## config.mk

```make
export PLATFORM = sky130hd
export DESIGN_NAME = nibble_serial_subtractor_16
export DESIGN_NICKNAME = d
export VERILOG_FILES = /design/src/rtl/nibble_serial_subtractor_16_pkg.sv /design/src/rtl/nibble_serial_subtractor_16_borrow_slice_4.sv /design/src/rtl/nibble_serial_subtractor_16.sv
export SDC_FILE = /design/constraint.sdc
export NUM_CORES = 1
export LEC_CHECK = 0
export BUFFER_PORTS_ARGS = -buffer_cell sky130_fd_sc_hd__buf_2
export CORE_MARGIN = 2
export CORE_UTILIZATION = 35
export CTS_CLUSTER_DIAMETER = 60
export DETAILED_ROUTE_END_ITERATION = 6
export GPL_ROUTABILITY_DRIVEN = 1
export REMOVE_ABC_BUFFERS = 1
export SETUP_SLACK_MARGIN = 0.1
export SYNTH_ARGS = -nofsm -noshare
export SYNTH_HDL_FRONTEND = slang
export SYNTH_SLANG_ARGS = --single-unit
```

## constraint.sdc

```tcl
create_clock -name clk -period 3.75 [get_ports clk]
set_input_delay 0 -clock clk [delete_from_list [all_inputs] [get_ports clk]]
set_output_delay 0 -clock clk [all_outputs]
set_load 0.02 [all_outputs]
```

## src/rtl/nibble_serial_subtractor_16_pkg.sv

```systemverilog
// Shared constants and state encoding for the nibble-serial 16-bit subtractor.
package nibble_serial_subtractor_16_pkg;

    localparam int unsigned WIDTH  = 16;
    localparam int unsigned SLICE  = 4;
    localparam int unsigned NSLICE = WIDTH / SLICE;
    localparam int unsigned CNT_W  = (NSLICE > 1) ? $clog2(NSLICE) : 1;

    typedef enum logic [1:0] {
        IDLE = 2'd0,
        RUN  = 2'd1,
        HOLD = 2'd2
    } state_t;

endpackage

```

## src/rtl/nibble_serial_subtractor_16_borrow_slice_4.sv

```systemverilog
// 4-bit borrow-ripple subtractor slice: d = x - y - bi, bo = borrow out.
module borrow_slice_4 (
    input  logic [3:0] x,
    input  logic [3:0] y,
    input  logic       bi,
    output logic [3:0] d,
    output logic       bo
);

    logic chain;

    always_comb begin
        d     = '0;
        chain = bi;
        for (int unsigned i = 0; i < 4; i++) begin
            d[i]  = x[i] ^ y[i] ^ chain;
            chain = (~x[i] & y[i]) | (~(x[i] ^ y[i]) & chain);
        end
        bo = chain;
    end

endmodule

```

## src/rtl/nibble_serial_subtractor_16.sv

```systemverilog
// Multi-cycle subtractor: one 4-bit slice per clock, borrow registered between
// slices, valid/ready handshakes on both sides.
module nibble_serial_subtractor_16
    import nibble_serial_subtractor_16_pkg::*;
(
    input  logic             clk,
    input  logic             rst_n,
    input  logic             in_valid,
    output logic             in_ready,
    input  logic [WIDTH-1:0] a,
    input  logic [WIDTH-1:0] b,
    input  logic             bin,
    output logic             out_valid,
    input  logic             out_ready,
    output logic [WIDTH-1:0] diff,
    output logic             bout,
    output logic             ovf
);

    state_t             state;
    logic [CNT_W-1:0]   cnt;
    logic               borrow;
    logic [WIDTH-1:0]   a_q;
    logic [WIDTH-1:0]   b_q;

    logic [SLICE-1:0]   x_s;
    logic [SLICE-1:0]   y_s;
    logic [SLICE-1:0]   d_s;
    logic               bo_s;
    logic               last;

    // Single slice instance; the counter selects which nibble it sees.
    assign x_s  = a_q[cnt*SLICE +: SLICE];
    assign y_s  = b_q[cnt*SLICE +: SLICE];
    assign last = (cnt == CNT_W'(NSLICE - 1));

    borrow_slice_4 u_slice (
        .x  (x_s),
        .y  (y_s),
        .bi (borrow),
        .d  (d_s),
        .bo (bo_s)
    );

    assign in_ready  = rst_n && (state == IDLE);
    assign out_valid = (state == HOLD);

    always_ff @(posedge clk or negedge rst_n) begin
        if (!rst_n) begin
            state  <= IDLE;
            cnt    <= '0;
            borrow <= 1'b0;
            a_q    <= '0;
            b_q    <= '0;
            diff   <= '0;
            bout   <= 1'b0;
            ovf    <= 1'b0;
        end else begin
            case (state)
                IDLE: begin
                    if (in_valid) begin
                        a_q    <= a;
                        b_q    <= b;
                        borrow <= bin;
                        cnt    <= '0;
                        state  <= RUN;
                    end
                end
                RUN: begin
                    diff[cnt*SLICE +: SLICE] <= d_s;
                    borrow <= bo_s;
                    cnt    <= cnt + 1'b1;
                    if (last) begin
                        // Overflow uses the freshly computed top slice MSB.
                        bout  <= bo_s;
                        ovf   <= (a_q[WIDTH-1] != b_q[WIDTH-1]) &&
                                 (d_s[SLICE-1] != a_q[WIDTH-1]);
                        state <= HOLD;
                    end
                end
                HOLD: begin
                    if (out_ready) state <= IDLE;
                end
                default: state <= IDLE;
            endcase
        end
    end

endmodule

```

# Word-level counts from Yosys, hierarchy flattened
# Cells that the tools add are included.
op_classes:
  n_reduce_logical: 8
  n_bitwise: 28
  shifts: 4
  n_mux: 9
  n_eq_ne: 8
  addsub: 2
op_table:
  columns: ["cell", "n"]
  rows:
  - ["4-bit negation with 34-bit output", 1]
  - ["4-bit by 34-bit variable shift with 16-bit output (first input constant)", 1]
  - ["4-bit by 34-bit indexed part select with 16-bit output", 1]
  - ["16-bit by 5-bit indexed part select with 4-bit output", 2]
  - ["16-bit bitwise mux", 1]
  - ["1-bit AND", 8]
  - ["2-bit two-way mux", 4]
  - ["1-bit inverter", 8]
  - ["1-bit XOR", 8]
  - ["2-bit one-hot mux with 3 select lines", 1]
  - ["2-bit AND reduction", 3]
  - ["2-bit equality test (second input constant)", 2]
  - ["2-bit inequality test (second input constant)", 2]
  - ["1-bit bitwise OR", 4]
  - ["2-bit one-hot mux with 2 select lines", 1]
  - ["3-bit AND reduction", 1]
  - ["2-bit by 1-bit adder with 2-bit output (second input constant)", 1]
  - ["2-bit by 1-bit equality test with 1-bit output (second input constant)", 1]
  - ["1-bit logical AND", 2]
  - ["2-bit zero test", 1]
  - ["1-bit inequality test", 2]
  - ["2-bit by 1-bit inequality test with 1-bit output (second input constant)", 1]
  - ["1-bit one-hot mux with 2 select lines", 1]
  - ["2-bit nonzero test", 1]
  - ["1-bit two-way mux", 1]
word_totals:
  reg_bits: 55
  inputBits: 37

# Depth between registers and ports, before layout
logic_depth:
  ltp_word: 12
  depth_mapped: 12

# Modules after synthesis
# A second synthesis with hierarchy kept.
hier_totals:
  cells_unflattened: 189
  area_unflattened_um2: 2622.5
modules_own_cells:
  columns: ["module", "area_per_inst_um2", "cells_each", "n_inst", "seq_area_each_um2"]
  rows:
  - ["nibble_serial_subtractor_16", 2504.9, 175, 1, 1376.3]
  - ["borrow_slice_4", 117.6, 14, 1, 0.0]

# Worst setup path after synthesis
# No wires, ideal clock.
synth_path:
  path_type: "register to register"
  from: "register cnt[0]"
  to: "register ovf"
  path_stages_with_launch: 13
  setup_time_ns: 0.128
  path_slack_ns: 0.650
  t_arrival_ns: 2.972
  path_cell_list: "dfrtp_1 > buf_6 > mux4_2 > inv_1 > fa_1 > inv_1 > fa_1 > fa_1 > inv_1 > fa_1 > nor2b_1 > a21oi_1 > o21ai_0"
synth_between:
  elab_chain_cells: 12
  elab_cells_between_ends: 26
  classes_between: "2 x eq/ne; 2 x shift; 20 x bitwise; 2 x reduce/logical"
synth_lines:
  columns: ["item", "line", "rtl"]
  rows:
  - ["from (decl)", "nibble_serial_subtractor_16.sv:21", "logic [CNT_W-1:0] cnt;"]
  - ["from (signal assigned)", "nibble_serial_subtractor_16.sv:72", "cnt <= cnt + 1'b1;"]
  - ["16-bit by 5-bit indexed part select with 4-bit output (on tied branches)", "nibble_serial_subtractor_16.sv:33, nibble_serial_subtractor_16.sv:34", null]
  - ["1-bit XOR", "nibble_serial_subtractor_16_borrow_slice_4.sv:17", "chain = (~x[i] & y[i]) | (~(x[i] ^ y[i]) & chain);"]
  - ["1-bit inverter", "nibble_serial_subtractor_16_borrow_slice_4.sv:17", null]
  - ["1-bit AND", "nibble_serial_subtractor_16_borrow_slice_4.sv:17", null]
  - ["1-bit bitwise OR", "nibble_serial_subtractor_16_borrow_slice_4.sv:17", null]
  - ["1-bit AND", "nibble_serial_subtractor_16_borrow_slice_4.sv:17", null]
  - ["1-bit bitwise OR", "nibble_serial_subtractor_16_borrow_slice_4.sv:17", null]
  - ["1-bit AND", "nibble_serial_subtractor_16_borrow_slice_4.sv:17", null]
  - ["1-bit bitwise OR", "nibble_serial_subtractor_16_borrow_slice_4.sv:17", null]
  - ["1-bit XOR", "nibble_serial_subtractor_16_borrow_slice_4.sv:16", "d[i] = x[i] ^ y[i] ^ chain;"]
  - ["1-bit inequality test", "nibble_serial_subtractor_16.sv:77", "(d_s[SLICE-1] != a_q[WIDTH-1]);"]
  - ["1-bit logical AND", "nibble_serial_subtractor_16.sv:76", "ovf <= (a_q[WIDTH-1] != b_q[WIDTH-1]) &&"]
  - ["to (signal assigned)", "nibble_serial_subtractor_16.sv:76", null]
  - ["to (decl)", "nibble_serial_subtractor_16.sv:17", "output logic ovf"]
# Parallel ways exist; a longest one is shown, timed or not.
# A chain may end at the register's enable or synchronous reset.

# Worst setup path after layout
# Same ends and word-level chain as after synthesis.

==> flow_summary.json <==
{
  "design.die.area_sq_um": 8480,
  "synth-async-reset-ratio": 1.00,
  "critPathKind": "flip-flop to flip-flop",
  "ctsHtreeMaxLevel": 2,
  "grt_start_max_net_pins": 56,
  "grt_use_total": 0.135,
  "grt_antenna_before_repair": 0,
  "fin_crit_sh": 0.816,
  "worst-slew-pin-transition_ps": 683,
  "final_antenna_net_count": 0,
  "final_layout_size_suffix_gt1_frac": 0.417,
  "timing.critical_path.buf_inv": 3,
  "critPathMaxStageDelay_ps": 540,
  "cts_made_buffers": 5,
  "synthesis.instances": 175,
  "die_h_um": 92.1,
  "worst_skew_pair.late_latency_ps": 300,
  "hold_slack_ps": 409,
  "synthesis_warning_total": 0,
  "met3_usage": 0.0353,
  "most-common-layout-cells": "56 x buf_2, 55 x dfrtp_1, 35 x dlygate4sd3_1",
  "syn_to_final_growth_pct": 28.7,
  "reg2reg_capture_point": "ovf",
  "fin_nets": 317,
  "met2_routing_resource_usage_after_global_routing": 0.216,
  "finalClockSkew_ps": 4.80,
  "avgViaCountPerCell": 4.67,
  "cts_root_buf": "clkbuf_8",
  "postLayoutSetupSlackWorst_ps": 688,
  "critical_path_arrival_ps": 3250,
  "finish.utilization": 0.460,
  "synthesis.area_sq_um": 2720,
  "layout_commonest_cell": "buf_2",
  "number_of_ports_placed_on_the_die_boundary": 57,
  "clk_path_buf_depth": 2,
  "hold_path.class": "input pin to async pin",
  "synth-edff-count": 0,
  "final-setup-viol-count": 0,
  "postCtsSetupBuffers": 0,
  "chipWidth_um": 92.1,
  "r2r_start": "cnt[0]",
  "report.final.slew_viol_count": 0,
  "detail_route.drc_violations": 0,
  "drt_pre_antenna_iters": 4,
  "first_iter_violations": 72,
  "nFillCells": 720,
  "synth-seq-cells": 55,
  "critical_path.top_delay_family": "adder cells",
  "via_count": 1741,
  "ys_seq_area_frac": 0.507,
  "n_antenna_cell": 0,
  "placed_cells_incl_taps": 330,
  "slew-limit-headroom": 0.545,
  "grt.met1_usage": 0.187,
  "ys.flop_type": "dfrtp_1",
  "crit_chain": "mux4_2 > inv_1 > fa_1 > inv_1 > fa_1 > fa_1 > inv_1 > fa_1 > nor2b_1 > a21oi_1 > o21ai_0",
  "r2r_slack_ps": 690,
  "gp_congestion": 0.762,
  "design.core.area_sq_um": 7610,
  "dpl.hpwl_um": 3750,
  "power_density_relative_to_cell_area_nw_per_um2": 853,
  "max_freq_ghz": 0.327,
  "i_o_buffers": 56,
  "grt_pass1_vias": 1870,
  "critical_path_rt_ps": 3940,
  "total_leakage_power_nw": 1.68,
  "grt_remaining_overflow": 0,
  "cpMaxStageDelayCell": "mux4_2",
  "grt_first_pass_wirelength_um": 9020,
  "timing.final.hold_violations": 0,
  "clock_pin_transition_on_the_worst_setup_and_hold_timing_paths_ps": 90,
  "post_cts_gate_resize_count": 0,
  "routed_wirelength_um": 5350,
  "status": "finished, final reports clean",
  "tns_ps": 0,
  "vdd_ir_drop_max_mv": 0.332,
  "synth_cell_type_count": 36,
  "start_util": 0.357,
  "detailedPlace.worstSlack_ps": 663,
  "timing.max_cap.violations": 0,
  "clock-sinks": 55,
  "crit_path_end_kind": "flip-flop",
  "timing.critical_path.fanout_max": 5,
  "finalWorstPathRequiredPeriod_ps": 3060,
  "post_drt_wl_per_cell_um": 14.3,
  "tritoncts": "yes",
  "average_size_of_a_mapped_cell_sq_um": 15.5,
  "timing.critical_path.mode_cell": "fa_1",
  "core.rowCount": 32,
  "worst_r2r_path_depth": 11,
  "stdcell_count": 373,
  "crit_path_start_kind": "flip-flop",
  "rsz0062_at_grt": "false",
  "grt_busiest_layer": "met2"
}
## cells in the mapped netlist, types with 4 or more instances
master / number / share of area
a22o_1: 12 / 0.039
dfrtp_1: 55 / 0.51
fa_1: 4 / 0.029
ha_1: 6 / 0.028
inv_1: 10 / 0.014
mux2_2: 6 / 0.025
mux2_4: 27 / 0.15
mux4_2: 5 / 0.041
nand2_1: 6 / 0.0083
nand3b_1: 4 / 0.011
o21ai_0: 4 / 0.0074
## stage by stage
stage	instance area, sq um	power [mW]
6_report	3500	2.98
5_1_grt	3500	3.23
4_1_cts	3500	3.03
3_5_place_dp	3060	2.68
3_3_place_gp	3060	2.65
2_1_floorplan	2620	2.24
## layer usage
metal,vias to the layer above,part of all wire
met5,-,0
met4,0,0.0073
met3,5,0.041
met2,42,0.47
met1,865,0.48
li1,829,-
## timing repair
action	4_1_cts	5_1_grt
hold buffers	35	0
hold endpoints to repair	89	0
setup endpoints to repair	0	0
## worst register-to-register path, cell delays in order (launching register included)
cell and delay, ps:
dfrtp_1 510, mux4_2 540, inv_1 90, fa_1 160, inv_1 40, fa_1 370
fa_1 380, inv_1 80, fa_1 440, nor2b_1 150, a21oi_1 130, o21ai_0 80
## cell type report
class / instances / area, sq um / share of cell area
multi-input combinational: 102 / 1210 / 0.345
inverter: 11 / 41.3 / 0.0118
tap: 102 / 128 / 0.0365
clock inverter: 3 / 15.0 / 0.00429
clock buffer: 5 / 68.8 / 0.0197
sequential: 55 / 1380 / 0.394
timing repair buffer: 95 / 661 / 0.189
## registers in the layout, indices dropped and copies added, names as in the netlist
name,cells
a_q,16
b_q,16
borrow,1
bout,1
cnt,2
diff,16
ovf,1
state,2
## cells by family (layout without fill, tap and decap cells)
group | Yosys count | after routing | share of synthesized area
AOI/OAI and AO/OA | 23 | 23 | 0.0654
adders and majority gates | 10 | 10 | 0.0571
buffers and inverters | 18 | 114 | 0.0511
DFF | 55 | 55 | 0.507
muxes | 41 | 41 | 0.245
and+or+nand+nor | 28 | 28 | 0.0751
## power breakdown
part	switching, mW	leakage [nW]	internal [mW]
sequential	0.190	0.681	0.860
combinational	0.784	0.951	0.838
clock	0.183	0.0477	0.128
total	1.16	1.68	1.83
## worst max path at each step
stage,startpoint,endpoint,cells past startpoint
after floorplan,cnt[0],ovf,11
after global placement,cnt[0],ovf,11
after detailed placement,cnt[0],ovf,11
after CTS,cnt[0],ovf,11
after global routing,cnt[0],ovf,11
final,cnt[0],ovf,11
Note: power is estimated with default switching activity, not from simulation.
